**src/rtl/output_spike_buffer_pkg.sv**
```systemverilog
// Shared sizing helpers and entry layout for the output spike buffer.
// Host-side CSR decode uses the same field offsets to unpack host_dout.
package output_spike_buffer_pkg;

  function automatic int calc_idx_w(input int num_outputs);
    return (num_outputs > 1) ? $clog2(num_outputs) : 1;
  endfunction

  function automatic int calc_entry_w(input int tag_w, input int num_outputs);
    return tag_w + calc_idx_w(num_outputs);
  endfunction

  // Entry layout is {tick_tag, index}: the index sits in the low bits.
  function automatic int idx_msb(input int num_outputs);
    return calc_idx_w(num_outputs) - 1;
  endfunction

  function automatic int tag_lsb(input int num_outputs);
    return calc_idx_w(num_outputs);
  endfunction

  function automatic int tag_msb(input int tag_w, input int num_outputs);
    return calc_entry_w(tag_w, num_outputs) - 1;
  endfunction

  // Offsets for the default build (256 outputs, 8-bit tick tag).
  localparam int DEF_NUM_OUTPUTS    = 256;
  localparam int DEF_TICK_TAG_WIDTH = 8;
  localparam int IDX_W   = calc_idx_w(DEF_NUM_OUTPUTS);
  localparam int ENTRY_W = calc_entry_w(DEF_TICK_TAG_WIDTH, DEF_NUM_OUTPUTS);
  localparam int IDX_LSB = 0;
  localparam int IDX_MSB = idx_msb(DEF_NUM_OUTPUTS);
  localparam int TAG_LSB = tag_lsb(DEF_NUM_OUTPUTS);
  localparam int TAG_MSB = tag_msb(DEF_TICK_TAG_WIDTH, DEF_NUM_OUTPUTS);

  // What happens to the incoming packet this cycle.
  typedef enum logic [1:0] {
    WR_IDLE,
    WR_ACCEPT,
    WR_DROP,
    WR_FLUSH
  } wr_action_e;

endpackage

```
**src/rtl/spike_fifo_sync.sv**
```systemverilog
// Generic first-word-fall-through synchronous FIFO with a registered count.
// Pointers carry one extra wrap bit so full and empty are distinguishable.
module spike_fifo_sync #(
  parameter  int WIDTH = 16,
  parameter  int DEPTH = 64,
  localparam int AW    = $clog2(DEPTH),
  localparam int CNT_W = AW + 1
) (
  input  logic             clk,
  input  logic             reset_n,
  input  logic             flush,
  input  logic             wr_en,
  input  logic [WIDTH-1:0] wr_data,
  input  logic             rd_en,
  output logic [WIDTH-1:0] rd_data,
  output logic             full,
  output logic             empty,
  output logic [CNT_W-1:0] count
);

  logic [WIDTH-1:0] mem [DEPTH];
  logic [AW:0]      wr_ptr;
  logic [AW:0]      rd_ptr;
  logic             do_wr;
  logic             do_rd;

  assign empty = (wr_ptr == rd_ptr);
  assign full  = (wr_ptr[AW-1:0] == rd_ptr[AW-1:0]) && (wr_ptr[AW] != rd_ptr[AW]);

  // A full FIFO still takes a write when the head leaves in the same cycle.
  assign do_rd = rd_en & ~empty & ~flush;
  assign do_wr = wr_en & (~full | do_rd) & ~flush;

  // Head is visible straight from the read pointer; zeros while empty.
  assign rd_data = empty ? '0 : mem[rd_ptr[AW-1:0]];

  // NOTE: the storage array has no reset; the pointers alone define which
  // words are valid, and leaving it unreset lets it map onto RAM.
  always_ff @(posedge clk) begin
    if (do_wr) mem[wr_ptr[AW-1:0]] <= wr_data;
  end

  // NOTE: sequential state uses non-blocking assignments so every register
  // samples pre-edge values regardless of statement order.
  always_ff @(posedge clk or negedge reset_n) begin
    if (!reset_n) begin
      wr_ptr <= '0;
      rd_ptr <= '0;
      count  <= '0;
    end else if (flush) begin
      wr_ptr <= '0;
      rd_ptr <= '0;
      count  <= '0;
    end else begin
      if (do_wr) wr_ptr <= wr_ptr + 1'b1;
      if (do_rd) rd_ptr <= rd_ptr + 1'b1;
      count <= count + CNT_W'(do_wr) - CNT_W'(do_rd);
    end
  end

endmodule

```
**src/rtl/output_spike_buffer.sv**
```systemverilog
// Tick-stamps output-neuron indices and queues them for the host, with
// occupancy, saturating drop count, sticky overflow and a level interrupt.
module output_spike_buffer
  import output_spike_buffer_pkg::*;
#(
  parameter  int NUM_OUTPUTS    = 256,
  parameter  int TICK_TAG_WIDTH = 8,
  parameter  int FIFO_DEPTH     = 64,
  parameter  int DROP_CNT_WIDTH = 16,
  parameter  int IRQ_THRESHOLD  = 32,
  localparam int PKT_W          = calc_idx_w(NUM_OUTPUTS),
  localparam int ENT_W          = calc_entry_w(TICK_TAG_WIDTH, NUM_OUTPUTS),
  localparam int CNT_W          = $clog2(FIFO_DEPTH) + 1
) (
  input  logic                      clk,
  input  logic                      reset_n,
  input  logic [PKT_W-1:0]          packet_in,
  input  logic                      packet_in_valid,
  input  logic                      tick,
  input  logic                      clear,
  input  logic                      host_ren,
  output logic [ENT_W-1:0]          host_dout,
  output logic                      host_empty,
  output logic [CNT_W-1:0]          host_count,
  output logic [TICK_TAG_WIDTH-1:0] tick_count,
  output logic [DROP_CNT_WIDTH-1:0] drop_count,
  output logic                      overflow,
  output logic                      irq
);

  wr_action_e       wr_action;
  logic             fifo_full;
  logic             pop_eff;
  logic             wr_acc;
  logic             drop;
  logic [ENT_W-1:0] wr_entry;
  logic [CNT_W-1:0] count_next;
  logic             overflow_next;

  // The current (pre-increment) tick is used, so a packet coinciding with
  // a tick pulse is tagged with the tick that is ending.
  assign wr_entry = {tick_count, packet_in};
  assign pop_eff  = host_ren & ~host_empty & ~clear;

  // NOTE: every always_comb output gets a default first so no path leaves
  // it unassigned, which would otherwise infer a latch.
  always_comb begin
    wr_action = WR_IDLE;
    if (clear)                wr_action = WR_FLUSH;
    else if (packet_in_valid) wr_action = (!fifo_full || pop_eff) ? WR_ACCEPT : WR_DROP;
  end

  assign wr_acc = (wr_action == WR_ACCEPT);
  assign drop   = (wr_action == WR_DROP);

  spike_fifo_sync #(
    .WIDTH (ENT_W),
    .DEPTH (FIFO_DEPTH)
  ) u_fifo (
    .clk     (clk),
    .reset_n (reset_n),
    .flush   (clear),
    .wr_en   (wr_acc),
    .wr_data (wr_entry),
    .rd_en   (pop_eff),
    .rd_data (host_dout),
    .full    (fifo_full),
    .empty   (host_empty),
    .count   (host_count)
  );

  // irq is registered from next-state values so it moves on the same edge
  // as the occupancy or overflow change that causes it.
  always_comb begin
    count_next    = host_count + CNT_W'(wr_acc) - CNT_W'(pop_eff);
    overflow_next = overflow | drop;
    if (clear) begin
      count_next    = '0;
      overflow_next = 1'b0;
    end
  end

  always_ff @(posedge clk or negedge reset_n) begin
    if (!reset_n) begin
      tick_count <= '0;
      drop_count <= '0;
      overflow   <= 1'b0;
      irq        <= 1'b0;
    end else begin
      if (clear)     tick_count <= '0;
      else if (tick) tick_count <= tick_count + 1'b1;

      if (clear)                             drop_count <= '0;
      else if (drop && (drop_count != '1))   drop_count <= drop_count + 1'b1;

      overflow <= overflow_next;
      irq      <= (count_next >= CNT_W'(IRQ_THRESHOLD)) | overflow_next;
    end
  end

endmodule

```
**config.mk**
```make
export PLATFORM = sky130hd
export DESIGN_NAME = output_spike_buffer
export DESIGN_NICKNAME = d
export VERILOG_FILES = /design/src/rtl/output_spike_buffer_pkg.sv /design/src/rtl/spike_fifo_sync.sv /design/src/rtl/output_spike_buffer.sv
export SDC_FILE = /design/constraint.sdc
export NUM_CORES = 1
export LEC_CHECK = 0
export CAP_MARGIN = 20
export CORE_ASPECT_RATIO = 0.75
export CORE_UTILIZATION = 50
export DETAILED_ROUTE_END_ITERATION = 16
export DONT_BUFFER_PORTS = 1
export HOLD_SLACK_MARGIN = 0.05
export SYNTH_ARGS = -nofsm -noshare
export SYNTH_HDL_FRONTEND = slang
export SYNTH_HIERARCHICAL = 1
export SYNTH_SLANG_ARGS = --single-unit
```
**constraint.sdc**
```tcl
create_clock -name clk -period 5.2 [get_ports clk]
set_clock_uncertainty 0.05 [all_clocks]
set_input_delay 0.26 -clock clk [delete_from_list [all_inputs] [get_ports clk]]
set_output_delay 0.26 -clock clk [all_outputs]
set_load 0.02 [all_outputs]
```
[Word level (Yosys, flattened, before mapping)]
Memory sizes are Yosys's and may differ from the RTL's.
Cells that the tools add are included.
Word-level totals
  input port bits: 14
  memory bits (read-only): 0
  register bits: 47
  RAM bits: 1024
  memories: 1
  bits in latches: 0
  output and inout port bits: 50
Operators by class
  add/sub/neg operators: 8
  muxes and demuxes: 17
  order comparisons: 1
  equality and inequality tests: 6
  div/mod/pow operators: 0
  $mul: 0
  shift operators: 0
  bitwise operators: 12
  reduce and logical (&&, ||, !) cells: 8
Memories
  u_fifo.mem: depth 64, bits a word 16, read ports 1, clocked after Yosys merged registers in 0, write ports 1, line spike_fifo_sync.sv:21  | logic [WIDTH-1:0] mem [DEPTH];
Operators by type and width (number)
  16-bit 2-to-1 mux: 3
  7-bit 2-to-1 mux: 6
  16-bit by 1-bit adder with 16-bit output (second input constant): 1
  8-bit 2-to-1 mux: 2
  16-bit inequality test (second input constant): 1
  7-bit by 1-bit adder with 7-bit output: 2
  7-bit by 1-bit adder with 7-bit output (second input constant): 2
  7-bit by 1-bit subtractor with 7-bit output: 2
  8-bit by 1-bit adder with 8-bit output (second input constant): 1
  2-bit nonzero test: 4
  7-bit == test: 1
  7-bit by 6-bit >= comparator with 1-bit output (second input constant): 1
  1-bit AND: 6
  6-bit == test: 1
  2-bit 2-to-1 mux: 3
  1-bit 2-to-1 mux: 3
  1-bit NOT: 3
  1-bit OR: 3
  2-bit by 1-bit == test with 1-bit output (second input constant): 1
  2-bit == test (second input constant): 1
  1-bit logical AND: 2
  1-bit logical NOT: 1
  1-bit logical OR: 1
  1-bit inequality test: 1

[Depth between registers and ports, before layout]
  depth after elaboration: 14
  depth in mapped cells: 24

[Cells and area by module]
Netlist, hierarchy kept.
Modules (own cells, without submodules)
  spike_fifo_sync: cells each 1877, area each 40390.0 µm², seq. area each 31275.0 µm², instances 1
  output_spike_buffer: cells each 167, area each 1625.3 µm², seq. area each 650.6 µm², instances 1

[Worst setup path before layout]
No wires, ideal clock.
  path type: register -> register
  start: reg u_fifo.wr_ptr[0]
  end: reg u_fifo.count[6]
  buffers on the path: 2
  stages on the path, launching flop included: 23
  data required time: 5.018 ns
  setup time: 0.132 ns
  arrival: 3.786 ns
  setup slack: 1.233 ns
  cells stage by stage: dfrtp_1 > buf_2 > xor2_1 > nor4_2 > nand2_1 > inv_1 > nand2b_1 > nor2_1 > nand2b_1 > a41oi_2 > buf_2 > nand2b_1 > ha_1 > inv_1 > ha_1 > inv_1 > fa_1 > nor2b_1 > o21ai_0 > a21oi_1 > o21ai_0 > a21oi_1 > nor3b_1
Between the ends
  word-level cells in the longest chain between the ends: 14
RTL lines
  start, declared: line spike_fifo_sync.sv:22  | logic [AW:0] wr_ptr;
  start signal, assigned: line spike_fifo_sync.sv:55  | if (do_wr) wr_ptr <= wr_ptr + 1'b1;
  7-bit == test (*): line spike_fifo_sync.sv:27  | assign empty = (wr_ptr == rd_ptr);
  net host_empty: line output_spike_buffer.sv:23  | output logic host_empty,
  1-bit NOT (*): line output_spike_buffer.sv:43  | assign pop_eff = host_ren & ~host_empty & ~clear;
  1-bit AND (*) (2 in a row): line output_spike_buffer.sv:43
  net pop_eff: line output_spike_buffer.sv:33  | logic pop_eff;
  1-bit logical OR: line output_spike_buffer.sv:50  | else if (packet_in_valid) wr_action = (!fifo_full || pop_eff) ? WR_ACCEPT : WR_DROP;
  2-bit 2-to-1 mux (2 in a row): line output_spike_buffer.sv:50
  2-bit 2-to-1 mux: line output_spike_buffer.sv:49  | if (clear) wr_action = WR_FLUSH;
  2-bit by 1-bit == test with 1-bit output: line output_spike_buffer.sv:53  | assign wr_acc = (wr_action == WR_ACCEPT);
  1-bit AND (2 in a row): line spike_fifo_sync.sv:32  | assign do_wr = wr_en & (~full | do_rd) & ~flush;
  7-bit by 1-bit adder with 7-bit output: line spike_fifo_sync.sv:57  | count <= count + CNT_W'(do_wr) - CNT_W'(do_rd);
  7-bit by 1-bit subtractor with 7-bit output (*): line spike_fifo_sync.sv:57
  7-bit 2-to-1 mux (*): line spike_fifo_sync.sv:50  | end else if (flush) begin
  end signal, assigned: line spike_fifo_sync.sv:57
  end, declared: line spike_fifo_sync.sv:18  | output logic [CNT_W-1:0] count
The timed path passes the listed nets; every way through them passes the cells marked *.
A chain may end at the register's enable or synchronous reset.

[Worst setup path after layout]
  start: reg u_fifo.rd_ptr[2]
  end: out host_dout[14]
Between the ends
  word-level cells in the longest chain between the ends: 2
RTL lines
  start, declared: line spike_fifo_sync.sv:23  | logic [AW:0] rd_ptr;
  start signal, assigned: line spike_fifo_sync.sv:56  | if (do_rd) rd_ptr <= rd_ptr + 1'b1;
  memory read 64 x 16 bit or 7-bit == test (tied branches)
  16-bit 2-to-1 mux (*): line spike_fifo_sync.sv:35  | assign rd_data = empty ? '0 : mem[rd_ptr[AW-1:0]];
  end, declared: line output_spike_buffer.sv:22  | output logic [ENT_W-1:0] host_dout,
Mark *: on every way between the ends. The rest lies on a longest branch, timed or not.

==> reports/qor.yml <==
status:
  status: "finished, final reports clean"
power_and_ir_drop:
  p_leak_uw: 0.0147
  p_per_area_mw_per_mm2: 362
  finalPower_uw: 17100
  ir_worst_vdd_v: 0.000381
synthesis:
  seq_area_frac_synth: 0.760
  syn_nets: 2078
  synth-warning-count: 6
  synthFlopType: "edfxtp_1"
  synth_seq_cells: 1071
  synth_cells: 2044
  synth.avg_cell_area_um2: 20.6
  yosysUniqueCellTypes: 58
  synth_edf_count: 1024
  async_reset_ff_frac: 0.0439
  synth_area_mm2: 0.0420
drt:
  drcViolationCount: 0
  final_antenna_net_count: 0
  wl_per_cell_um: 29.8
  viasPerCell: 6.18
  dr.pass1.iters: 5
  vias: 20700
  routed_wl_um: 100000
  drt_iter0_markers: 2308
worst_setup_path:
  r2r_slack_ns: 0.77
  reg2reg_depth: 20
  reg2reg_from: "u_fifo/wr_ptr[0]"
  r2r_end: "u_fifo/count[6]"
  cpMostUsedCell: "buf_4"
  cp_cell_sequence: "buf_4, nor2b_2, buf_4, a22oi_1, o211ai_1, nand3_1, a32o_1"
  crit_start: "u_fifo/rd_ptr[2]"
  cp-start-kind: "register"
  endpoint: "host_dout[14]"
  crit_path_max_incr_delay_ns: 0.97
  crit_required_ns: 4.89
  arrival_ns: 4.40
  critPathKind: "reg -> out"
  endpoint_kind: "primary output"
  crit_fanout: 48
  crit_slowest_cell: "nor2b_2"
clocking:
  clock_path_buffers: 3
  clkTransAtPathRegs_ns: 0.06
  cts_sinks: 1071
  cts_tree: "done"
  cts_root_buf: "clkbuf_16"
  cts-htree-levels: 3
  clk_latency_ns: 0.68
  cts_buffers: 100
  postCtsResizedCells: 0
layout:
  final_layout_size_suffix_gt1_frac: 0.223
  final_cell_mix: "1024 x edfxtp_1, 224 x mux4_2, 107 x nor2_1"
  nets: 2188
  final_common_cell: "edfxtp_1"
  finalNonFillerCells: 3352
  area_growth_pct: 12.3
floorplanning:
  core_area_mm2: 0.0827
  die_area_mm2: 0.0852
  row_count: 91
  chipHeight_um: 253
  io_pins: 64
  die_w_um: 337
  initial_core_util: 0.508
timing:
  min_period_ns: 4.71
  final.period_utilization: 0.905
  tightest_slew_ns: 1.05
  setup_viol: 0
  slew_headroom: 0.299
  tns_ns: 0
  slew_violations: 0
  finalHoldViolCount: 0
  fmax_mhz: 212
  rsz0062_at_grt: "false"
global_route:
  grt_start_max_net_pins: 113
  first_global_vias: 20500
  grt_pass1_wl_um: 145000
  grt.overflow.total: 0
  antenna_found_initial: 1
  groute.usage.overall: 0.241
run:
  maxCapViolations: 0
placement:
  io_buffers: 0
  routabilityCongestion: 0.864
  hpwl_um: 57000
  place_inst: 3143
min_path:
  worstHoldStart: "host_ren"
  min_path_type: "in -> reg"
-- cells by family (layout without fill, tap and decap cells) --
family                   after synthesis  count (layout)  synth area share
XOR/XNOR                              43              43           0.00896
AND/OR/NAND/NOR                      255             255            0.0326
buffers and inverters                143             333            0.0180
multiplexers                         309             309             0.140
adder cells (fa/ha/maj)               20              20           0.00631
other                                  0               2                 0
flip-flops                          1071            1071             0.760
AO/OA/AOI/OAI                        203             203            0.0339
-- report_power, final --
part | switching (uW) | total, uW | leakage, uW | internal [uW]
combinational | 296 | 457 | 0.00302 | 160
clock | 3130 | 7130 | 0.00155 | 4000
sequential | 65.2 | 9500 | 0.0101 | 9430
-- sequential cells by signal (all words and copies together) (netlist names) --
register / count
irq: 1
u_fifo/mem: 1024
drop_count: 16
u_fifo/wr_ptr: 7
u_fifo/count: 7
u_fifo/rd_ptr: 7
tick_count: 8
overflow: 1
-- what timing repair did --
item	in CTS	in global routing
hold endpoints to repair	606	0
hold buffers	25	0
setup buffers	0	0
endpoints found under the setup margin	0	0
-- routing by layer --
metal | vias up | routed length [um] | GRT usage | share of wire
li1 | 8699 | - | - | -
met1 | 11000 | 43400 | 0.364 | 0.43
met2 | 867 | 45400 | 0.357 | 0.45
met3 | 137 | 9290 | 0.0600 | 0.093
met4 | 0 | 1910 | 0.0517 | 0.019
met5 | - | 0 | 0 | 0
-- how the worst min path moves through the flow --
stage,end,slack [ns],cells past startpoint
final,drop_count[2],0.17,3
after CTS,drop_count[2],0.10,3
after detailed placement,drop_count[10],-0.08,0
after floorplan,drop_count[0],-0.09,0
after global placement,drop_count[13],-0.08,0
after global routing,drop_count[2],0.12,3
-- final cells by class --
cell class                 instances  area, um2
fill                            6171      35500
timing repair buffer             123       1190
clock buffer                     125       2670
tap                             1116       1400
inverter                          28        105
sequential                      1071      31900
multi-input combinational        830       9330
clock inverter                    57        518
antenna                            2       5.00
-- synth_stat cells (16+ instances only) --
cell,number,share of area
dfrtp_1,47,0.028
a22oi_1,16,0.0029
nand3_1,30,0.0036
nor4_1,18,0.0027
a21oi_1,28,0.0033
xor2_1,26,0.0054
buf_2,21,0.0025
ha_1,18,0.0054
o211ai_1,18,0.0032
buf_4,17,0.0030
edfxtp_1,1024,0.73
a221oi_1,16,0.0033
buf_6,16,0.0043
o21ai_1,16,0.0019
xnor2_1,17,0.0035
clkbuf_1,53,0.0047
inv_1,28,0.0025
nand2_1,21,0.0019
mux4_2,224,0.12
nor2_1,107,0.0096
o22ai_1,47,0.0070
mux2i_1,85,0.020
-- worst max-delay path, delay by kind of cell, from the launching register on --
kind	cells	cell delay (ns)
and+or+nand+nor	2	1.27
DFF	1	0.41
buffers and inverters	2	1.01
AOI/OAI and AO/OA	3	1.01
-- stage by stage --
stage / hold slack [ns] / setup slack [ns] / util / instance area [um2]
after floorplan: -0.0856 / 1.23 / - / 42000
final: 0.171 / 0.492 / 0.571 / 47200
after global routing: 0.124 / 0.385 / 0.571 / 47200
after CTS: 0.104 / 0.493 / 0.571 / 47200
after detailed placement: -0.0840 / 0.860 / 0.527 / 43600
after global placement: -0.0845 / 0.979 / 0.527 / 43500
Note: power is estimated with default switching activity, not from simulation.
